$ cat src/rtl/riscv_pkg.sv
// Shared RV32I encodings, ALU/FSM enums and the ALU helper used by execute_stage.
package riscv_pkg;

    localparam logic [6:0] OP     = 7'b0110011;
    localparam logic [6:0] OP_IMM = 7'b0010011;
    localparam logic [6:0] LUI    = 7'b0110111;
    localparam logic [6:0] AUIPC  = 7'b0010111;
    localparam logic [6:0] JAL    = 7'b1101111;
    localparam logic [6:0] JALR   = 7'b1100111;
    localparam logic [6:0] BRANCH = 7'b1100011;
    localparam logic [6:0] LOAD   = 7'b0000011;
    localparam logic [6:0] STORE  = 7'b0100011;
    localparam logic [6:0] BUBBLE = 7'h00;

    localparam logic [6:0] F7_BASE   = 7'b0000000;
    localparam logic [6:0] F7_ALT    = 7'b0100000;
    localparam logic [6:0] F7_MULDIV = 7'b0000001;

    localparam logic [2:0] F3_ADD_SUB = 3'b000;
    localparam logic [2:0] F3_SLL     = 3'b001;
    localparam logic [2:0] F3_SLT     = 3'b010;
    localparam logic [2:0] F3_SLTU    = 3'b011;
    localparam logic [2:0] F3_XOR     = 3'b100;
    localparam logic [2:0] F3_SRL_SRA = 3'b101;
    localparam logic [2:0] F3_OR      = 3'b110;
    localparam logic [2:0] F3_AND     = 3'b111;

    localparam logic [2:0] F3_BEQ  = 3'b000;
    localparam logic [2:0] F3_BNE  = 3'b001;
    localparam logic [2:0] F3_BLT  = 3'b100;
    localparam logic [2:0] F3_BGE  = 3'b101;
    localparam logic [2:0] F3_BLTU = 3'b110;
    localparam logic [2:0] F3_BGEU = 3'b111;

    localparam logic [2:0] F3_MUL    = 3'b000;
    localparam logic [2:0] F3_MULH   = 3'b001;
    localparam logic [2:0] F3_MULHSU = 3'b010;
    localparam logic [2:0] F3_MULHU  = 3'b011;

    typedef enum logic [3:0] {
        ALU_ADD, ALU_SUB, ALU_SLL, ALU_SLT, ALU_SLTU,
        ALU_XOR, ALU_SRL, ALU_SRA, ALU_OR, ALU_AND
    } alu_op_t;

    typedef enum logic [1:0] {IDLE, MUL_BUSY, MUL_DONE} exec_state_t;

    // alt picks SUB over ADD and SRA over SRL; it is ignored for every other func3.
    function automatic alu_op_t alu_decode(input logic [2:0] func3, input logic alt);
        alu_op_t op;
        case (func3)
            F3_ADD_SUB: op = alt ? ALU_SUB : ALU_ADD;
            F3_SLL:     op = ALU_SLL;
            F3_SLT:     op = ALU_SLT;
            F3_SLTU:    op = ALU_SLTU;
            F3_XOR:     op = ALU_XOR;
            F3_SRL_SRA: op = alt ? ALU_SRA : ALU_SRL;
            F3_OR:      op = ALU_OR;
            default:    op = ALU_AND;
        endcase
        return op;
    endfunction

    function automatic logic [31:0] alu_compute(input alu_op_t op, input logic [31:0] a,
                                                input logic [31:0] b);
        logic [31:0] r;
        case (op)
            ALU_ADD:  r = a + b;
            ALU_SUB:  r = a - b;
            ALU_SLL:  r = a << b[4:0];
            ALU_SLT:  r = {31'b0, $signed(a) < $signed(b)};
            ALU_SLTU: r = {31'b0, a < b};
            ALU_XOR:  r = a ^ b;
            ALU_SRL:  r = a >> b[4:0];
            ALU_SRA:  r = $unsigned($signed(a) >>> b[4:0]);
            ALU_OR:   r = a | b;
            ALU_AND:  r = a & b;
            default:  r = '0;
        endcase
        return r;
    endfunction

endpackage

$ cat src/rtl/execute_stage_mul_iter.sv
// Iterative shift-add 32x32->64 multiplier; one partial product per cycle, 32 cycles total.
module mul_iter (
    input  logic        clk,
    input  logic        reset,
    input  logic        start,
    input  logic        a_signed,
    input  logic        b_signed,
    input  logic [31:0] a,
    input  logic [31:0] b,
    output logic        busy,
    output logic        done,
    output logic [63:0] product
);

    logic        active;
    logic [5:0]  count;
    logic [63:0] acc;
    logic [63:0] mcand;
    logic [31:0] mplier;
    logic        negate;
    logic [31:0] a_mag;
    logic [31:0] b_mag;

    always_comb begin
        a_mag = (a_signed && a[31]) ? -a : a;
        b_mag = (b_signed && b[31]) ? -b : b;
    end

    // The start cycle already folds in multiplier bit 0, so 31 more steps finish the product.
    always_ff @(posedge clk) begin
        if (reset) begin
            active <= 1'b0;
            count  <= '0;
            acc    <= '0;
            mcand  <= '0;
            mplier <= '0;
            negate <= 1'b0;
        end else if (start) begin
            active <= 1'b1;
            count  <= 6'd1;
            acc    <= b_mag[0] ? {32'b0, a_mag} : 64'b0;
            mcand  <= {31'b0, a_mag, 1'b0};
            mplier <= b_mag >> 1;
            negate <= (a_signed && a[31]) ^ (b_signed && b[31]);
        end else if (busy) begin
            if (mplier[0]) begin
                acc <= acc + mcand;
            end
            mcand  <= mcand << 1;
            mplier <= mplier >> 1;
            count  <= count + 6'd1;
        end
    end

    assign busy    = active && (count != 6'd32);
    assign done    = active && (count == 6'd32);
    assign product = negate ? -acc : acc;

endmodule

$ cat src/rtl/execute_stage.sv
// RV32I execute stage: ALU, branch/jump resolution and the registered bundle to mem.
// Define RV32M_MUL_EN to add the iterative MUL/MULH/MULHSU/MULHU unit.
module execute_stage
    import riscv_pkg::*;
#(
    parameter int          XLEN         = 32,
    parameter logic [31:0] RESET_PC_OUT = 32'h0
) (
    input  logic            clk,
    input  logic            reset,
    input  logic            i_valid,
    input  logic [XLEN-1:0] i_pc,
    input  logic [6:0]      i_opcode,
    input  logic [2:0]      i_func3,
    input  logic [6:0]      i_func7,
    input  logic [4:0]      i_rd_number,
    input  logic [XLEN-1:0] i_rs1_val,
    input  logic [XLEN-1:0] i_rs2_val,
    input  logic [XLEN-1:0] i_immediate,
    input  logic            i_pipeline_stall,
    output logic            o_ready,
    output logic [4:0]      rd_number_out,
    output logic [XLEN-1:0] result_out,
    output logic [XLEN-1:0] pc_out,
    output logic [XLEN-1:0] rs1_val_out,
    output logic [XLEN-1:0] rs2_val_out,
    output logic [XLEN-1:0] immediate_out,
    output logic [6:0]      opcode_out,
    output logic [2:0]      func3_out,
    output logic            o_branch_taken,
    output logic [XLEN-1:0] o_branch_target,
    output logic            o_illegal
);

    exec_state_t     state, state_next;
    logic            accept;
    logic            illegal_op;
    logic            is_mul;
    logic            taken;
    logic [XLEN-1:0] exec_result;
    logic [XLEN-1:0] redirect_target;
    logic [XLEN-1:0] rs1_plus_imm;
    logic [XLEN-1:0] pc_plus_imm;
    logic            mul_done;
    logic [XLEN-1:0] mul_result;
    logic [4:0]      mul_rd;

    assign o_ready = !i_pipeline_stall && (state == IDLE);
    assign accept  = i_valid && o_ready;

    always_comb begin
        illegal_op      = 1'b0;
        is_mul          = 1'b0;
        taken           = 1'b0;
        exec_result     = '0;
        redirect_target = '0;
        rs1_plus_imm    = i_rs1_val + i_immediate;
        pc_plus_imm     = i_pc + i_immediate;
        case (i_opcode)
            OP: begin
                if (i_func7 == F7_MULDIV) begin
`ifdef RV32M_MUL_EN
                    is_mul     = !i_func3[2];
                    illegal_op = i_func3[2];
`else
                    illegal_op = 1'b1;
`endif
                end else if (i_func7 == F7_ALT) begin
                    illegal_op = !((i_func3 == F3_ADD_SUB) || (i_func3 == F3_SRL_SRA));
                end else if (i_func7 != F7_BASE) begin
                    illegal_op = 1'b1;
                end
                exec_result = alu_compute(alu_decode(i_func3, i_func7[5]), i_rs1_val, i_rs2_val);
            end
            OP_IMM: begin
                exec_result = alu_compute(
                    alu_decode(i_func3, (i_func3 == F3_SRL_SRA) && i_immediate[10]),
                    i_rs1_val, i_immediate);
            end
            LUI:   exec_result = i_immediate;
            AUIPC: exec_result = pc_plus_imm;
            LOAD, STORE: exec_result = rs1_plus_imm;
            JAL: begin
                exec_result     = i_pc + 32'd4;
                redirect_target = pc_plus_imm;
                taken           = 1'b1;
            end
            JALR: begin
                exec_result     = i_pc + 32'd4;
                redirect_target = rs1_plus_imm & ~32'd1;
                taken           = 1'b1;
            end
            BRANCH: begin
                redirect_target = pc_plus_imm;
                case (i_func3)
                    F3_BEQ:  taken = (i_rs1_val == i_rs2_val);
                    F3_BNE:  taken = (i_rs1_val != i_rs2_val);
                    F3_BLT:  taken = ($signed(i_rs1_val) < $signed(i_rs2_val));
                    F3_BGE:  taken = ($signed(i_rs1_val) >= $signed(i_rs2_val));
                    F3_BLTU: taken = (i_rs1_val < i_rs2_val);
                    F3_BGEU: taken = (i_rs1_val >= i_rs2_val);
                    default: illegal_op = 1'b1;
                endcase
            end
            default: illegal_op = 1'b1;
        endcase
    end

`ifdef RV32M_MUL_EN
    logic        mul_busy;
    logic [63:0] mul_product;

    mul_iter u_mul_iter (
        .clk      (clk),
        .reset    (reset),
        .start    (accept && is_mul),
        .a_signed ((i_func3 == F3_MULH) || (i_func3 == F3_MULHSU)),
        .b_signed (i_func3 == F3_MULH),
        .a        (i_rs1_val),
        .b        (i_rs2_val),
        .busy     (mul_busy),
        .done     (mul_done),
        .product  (mul_product)
    );

    // func3_out was captured with the multiply and holds until the result is written.
    assign mul_result = (func3_out == F3_MUL) ? mul_product[31:0] : mul_product[63:32];
`else
    assign mul_done   = 1'b0;
    assign mul_result = '0;
`endif

    always_ff @(posedge clk) begin
        if (reset) begin
            state <= IDLE;
        end else begin
            state <= state_next;
        end
    end

    always_comb begin
        state_next = state;
        case (state)
            IDLE:     if (accept && is_mul) state_next = MUL_BUSY;
`ifdef RV32M_MUL_EN
            MUL_BUSY: if (mul_done && !mul_busy && !i_pipeline_stall) state_next = MUL_DONE;
`else
            MUL_BUSY: if (mul_done && !i_pipeline_stall) state_next = MUL_DONE;
`endif
            MUL_DONE: if (!i_pipeline_stall) state_next = IDLE;
            default:  state_next = IDLE;
        endcase
    end

    // Stalls freeze the bundle but kill the pulses so a redirect or illegal flag fires once.
    always_ff @(posedge clk) begin
        if (reset) begin
            rd_number_out   <= '0;
            result_out      <= '0;
            pc_out          <= RESET_PC_OUT;
            rs1_val_out     <= '0;
            rs2_val_out     <= '0;
            immediate_out   <= '0;
            opcode_out      <= BUBBLE;
            func3_out       <= '0;
            o_branch_taken  <= 1'b0;
            o_branch_target <= '0;
            o_illegal       <= 1'b0;
            mul_rd          <= '0;
        end else if (i_pipeline_stall) begin
            o_branch_taken <= 1'b0;
            o_illegal      <= 1'b0;
        end else begin
            o_branch_taken <= 1'b0;
            o_illegal      <= 1'b0;
            opcode_out     <= BUBBLE;
            rd_number_out  <= '0;
            if ((state == MUL_BUSY) && mul_done) begin
                result_out    <= mul_result;
                opcode_out    <= OP;
                rd_number_out <= mul_rd;
            end else if (accept) begin
                pc_out        <= i_pc;
                rs1_val_out   <= i_rs1_val;
                rs2_val_out   <= i_rs2_val;
                immediate_out <= i_immediate;
                func3_out     <= i_func3;
                if (illegal_op) begin
                    o_illegal <= 1'b1;
                end else if (is_mul) begin
                    mul_rd <= i_rd_number;
                end else begin
                    opcode_out      <= i_opcode;
                    rd_number_out   <= i_rd_number;
                    result_out      <= exec_result;
                    o_branch_taken  <= taken;
                    o_branch_target <= redirect_target;
                end
            end
        end
    end

endmodule

$ cat config.mk
export PLATFORM = sky130hd
export DESIGN_NAME = execute_stage
export DESIGN_NICKNAME = d
export VERILOG_FILES = /design/src/rtl/riscv_pkg.sv /design/src/rtl/execute_stage_mul_iter.sv /design/src/rtl/execute_stage.sv
export SDC_FILE = /design/constraint.sdc
export NUM_CORES = 2
export LEC_CHECK = 0
export CORE_MARGIN = 3
export CORE_UTILIZATION = 30
export CTS_BUF_LIST = sky130_fd_sc_hd__clkbuf_8 sky130_fd_sc_hd__clkbuf_16
export CTS_CLUSTER_DIAMETER = 40
export CTS_CLUSTER_SIZE = 8
export DETAILED_ROUTE_END_ITERATION = 16
export GPL_ROUTABILITY_DRIVEN = 0
export HOLD_SLACK_MARGIN = 0.02
export SYNTH_ARGS = -nofsm -noshare
export SYNTH_HDL_FRONTEND = slang
export SYNTH_SLANG_ARGS = --single-unit
$ cat constraint.sdc
create_clock -name clk -period 13.03 [get_ports clk]
set_input_delay 2.606 -clock clk [delete_from_list [all_inputs] [get_ports clk]]
set_output_delay 2.606 -clock clk [all_outputs]
set_load 0.01 [all_outputs]
==> run_results.csv <==
group,metric,value,unit
status,status,"finished clean",
clock_network,clockBufferDepth,3,
grt,grt_pass1_wl,211,mm
logic_synthesis,netlist_top_cells_area,"dfxtp_1 15%, ha_1 10%, nand2_1 9.7%",
floorplan,die_h,312,um
clock_network,cts_setup_buffers,0,
clock_network,cts_sinks,209,
placed_design,port_buffers,363,
run,maxCapViolCount,0,
logic_synthesis,yosysUniqueCellTypes,111,
floorplan,initial_core_util,30.5,%
clock_network,clk_latency,0.63,ns
logic_synthesis,netlist_instances,3957,
logic_synthesis,yosysMostFrequentCell,"nand2_1",
floorplan,design.die.area,97600,um^2
timing,tns,0,ns
final_layout,finalNonFillerCells,5408,
min_path,hold_class,"flop to flop",
setup_path,worstSetupStartpoint,"i_pipeline_stall",
logic_synthesis,synth_edf_count,0,
clock_network,cts-root-buf,"clkbuf_16",
floorplan,io_pins,364,
setup_path,r2r_end,"result_out[17]$_SDFFE_PP0P_",
timing,setup_viol,0,
setup_path,required,10.42,ns
logic_synthesis,syn_area,28200,um^2
grt,grt_max_degree,83,
final_layout,fill_cells,9744,
timing,final.setup.worst_slack,6.19,ns
clock_network,tritoncts,"done",
placed_design,dp_slack,5.99,ns
floorplan,chipWidth,312,um
timing,min_period,6.84,ns
logic_synthesis,post_synth.cell_area_avg,7.12,um^2
logic_synthesis,ys_ff_latch,209,
logic_synthesis,synth_commonest_cells,"726 x nand2_1, 408 x a21oi_1, 318 x nor2_1, 318 x o21ai_0, 229 x ha_1",
setup_path,cp-end-kind,"primary output",
final_layout,syn_to_final_growth,20.8,%
logic_synthesis,ys_seq_area_share,14.8,%
pwr,ir_drop,0.0986,mV
setup_path,reg2regPathDepth,4,
timing,skew,0,ns
grt,track_usage,28.7,%
setup_path,startpoint_type,"primary input",
clock_network,cts_resized,0,
clock_network,clk_pin_slew,0.04,ns
clock_network,htreeDepth,2,
floorplan,coreArea,92400,um^2
pwr,p_leak,13.0,nW
detailed_routing,ant_nets,0,
final_layout,drive_gt1_share,8.65,%
detailed_routing,via_per_inst,6.16,
setup_path,endpoint,"o_ready",
floorplan,rows,111,
clock_network,hold_buffers,0,
pwr,p_total,3.01,mW
logic_synthesis,synth_nets,4345,
timing,slew_headroom,14.4,%
timing,slew_viol_final,0,
detailed_routing,dr.pass1.iters,10,
grt,antenna_found_initial,4,
logic_synthesis,ys_warn_count,0,
detailed_routing,drt-initial-drc-count,5448,
clock_network,cts_buffers,48,
timing,max_freq,0.146,GHz
timing,tightest_slew,1.28,ns
detailed_routing,drc,0,
logic_synthesis,async_flop_share,0,%
detailed_routing,vias,33300,
timing,layout_worst_path_cycle_share,52.5,%
placed_design,dp_hpwl,109,mm
detailed_routing,wl_per_cell,27.4,um
timing,grt_setup_unrepaired,"false",
setup_path,r2r_slack,11.32,ns
setup_path,critPathArrivalTime,4.23,ns
final_layout,fin_nets,4510,
logic_synthesis,synth_top_area_share,14.8,%
pwr,powerDensity,88.4,nW/um^2
setup_path,r2r_start,"result_out[17]$_SDFFE_PP0P_",
placed_design,placed_cells,5315,
setup_path,worst-path-max-fanout,14,
timing,hold_viol,0,
logic_synthesis,yosys.area.top_type,"dfxtp_1",
grt,grt_pass1_vias,30600,
grt,grt_overflow,0,
logic_synthesis,synth_flop_cell,"dfxtp_1",
setup_path,critPathKind,"primary input to primary output",
detailed_routing,totalWireLength,148,mm
final cells by class:
| cell class | count | area [um^2] | area share (%) |
|---|---|---|---|
| clock buffers | 55 | 1300 | 3.81 |
| flip-flops and latches | 209 | 4180 | 12.3 |
| diodes | 5 | 12.5 | 0.0367 |
| clock inverters | 33 | 345 | 1.01 |
| multi-input cells | 3252 | 21800 | 64.1 |
| inverters | 165 | 619 | 1.82 |
| well taps | 1243 | 1560 | 4.57 |
| repair buffers | 446 | 4200 | 12.3 |
kinds of logic after synthesis:
logic type	Yosys count	synth area share, %
muxes	241	13.3
and+or+nand+nor	1377	21.2
DFF	209	14.8
xor gates and xnor gates	110	3.42
buffers and inverters	496	7.77
adders and majority gates	234	10.5
AOI/OAI and AO/OA	1290	29.0
cell usage in the layout (no fill, tap or decap), types with 20 or more instances in the layout:
cell | synthesis | final
dfxtp_1 | 209 | 209
nand2_1 | 726 | 725
o22ai_1 | 39 | 39
nand3_1 | 68 | 68
o21bai_1 | 27 | 27
buf_4 | 18 | 88
ha_1 | 229 | 229
a22oi_1 | 57 | 57
and3_1 | 30 | 30
xnor2_1 | 74 | 74
a211oi_1 | 51 | 51
mux4_2 | 92 | 92
mux2_2 | 20 | 20
a21oi_1 | 408 | 408
a21o_1 | 36 | 36
mux2i_1 | 119 | 119
nand2b_1 | 24 | 24
a31oi_1 | 36 | 36
nor3_1 | 59 | 57
nand4_1 | 23 | 23
nor4_1 | 22 | 22
clkdlybuf4s50_1 | 0 | 347
xor2_1 | 36 | 36
inv_1 | 155 | 161
a221oi_1 | 26 | 26
o31ai_1 | 23 | 23
nor2_1 | 318 | 317
clkbuf_16 | 0 | 48
o21ai_0 | 318 | 318
o211ai_1 | 51 | 51
through the flow:
step                      hold WS [ns]  utilization (%)  instance area (um^2)
after floorplan                  0.463                -                 28200
after global placement           0.438             35.1                 32400
after detailed placement         0.437             35.1                 32400
after CTS                        0.446             36.9                 34000
after global routing             0.453             36.9                 34000
final                            0.448             36.9                 34100
routing by layer:
metal / vias to the layer above / routed length, um / global-route usage, % / share of wire [%]
li1: 14700 / - / - / -
met1: 15500 / 56600 / 37.2 / 38
met2: 2594 / 59400 / 41.1 / 40
met3: 494 / 22200 / 10.5 / 15
met4: 0 / 9970 / 16.0 / 6.7
met5: - / 0 / 0 / 0
critical path, stage by stage:
cell and delay (ns):
clkdlybuf4s50_1 0.91, inv_1 0.19, clkdlybuf4s50_1 0.52
worst min-delay path by stage:
stage,startpoint,cells past startpoint,slack [ns],to
5_1_grt,o_branch_target[25]$_SDFFE_PP0P_,2,0.45,o_branch_target[25]$_SDFFE_PP0P_
6_report,rs1_val_out[14]$_SDFFE_PP0P_,2,0.45,rs1_val_out[14]$_SDFFE_PP0P_
3_5_place_dp,o_branch_target[25]$_SDFFE_PP0P_,2,0.44,o_branch_target[25]$_SDFFE_PP0P_
4_1_cts,o_branch_target[28]$_SDFFE_PP0P_,2,0.45,o_branch_target[28]$_SDFFE_PP0P_
2_1_floorplan,o_branch_target[25]$_SDFFE_PP0P_,2,0.46,o_branch_target[25]$_SDFFE_PP0P_
3_3_place_gp,o_branch_target[25]$_SDFFE_PP0P_,2,0.44,o_branch_target[25]$_SDFFE_PP0P_
flip-flops by register name, summed over array words and instances (netlist names):
| signal | cells |
|---|---|
| func3_out | 3 |
| immediate_out | 32 |
| o_branch_taken | 1 |
| o_branch_target | 32 |
| o_illegal | 1 |
| opcode_out | 7 |
| pc_out | 32 |
| rd_number_out | 5 |
| result_out | 32 |
| rs1_val_out | 32 |
| rs2_val_out | 32 |
power breakdown:
part	switching (mW)	leakage (nW)	internal, mW	total (mW)
registers	0.00895	1.70	0.660	0.669
logic	0.733	10.5	0.398	1.13
clock network	0.436	0.800	0.775	1.21
Note: power is estimated with default switching activity, not from simulation.
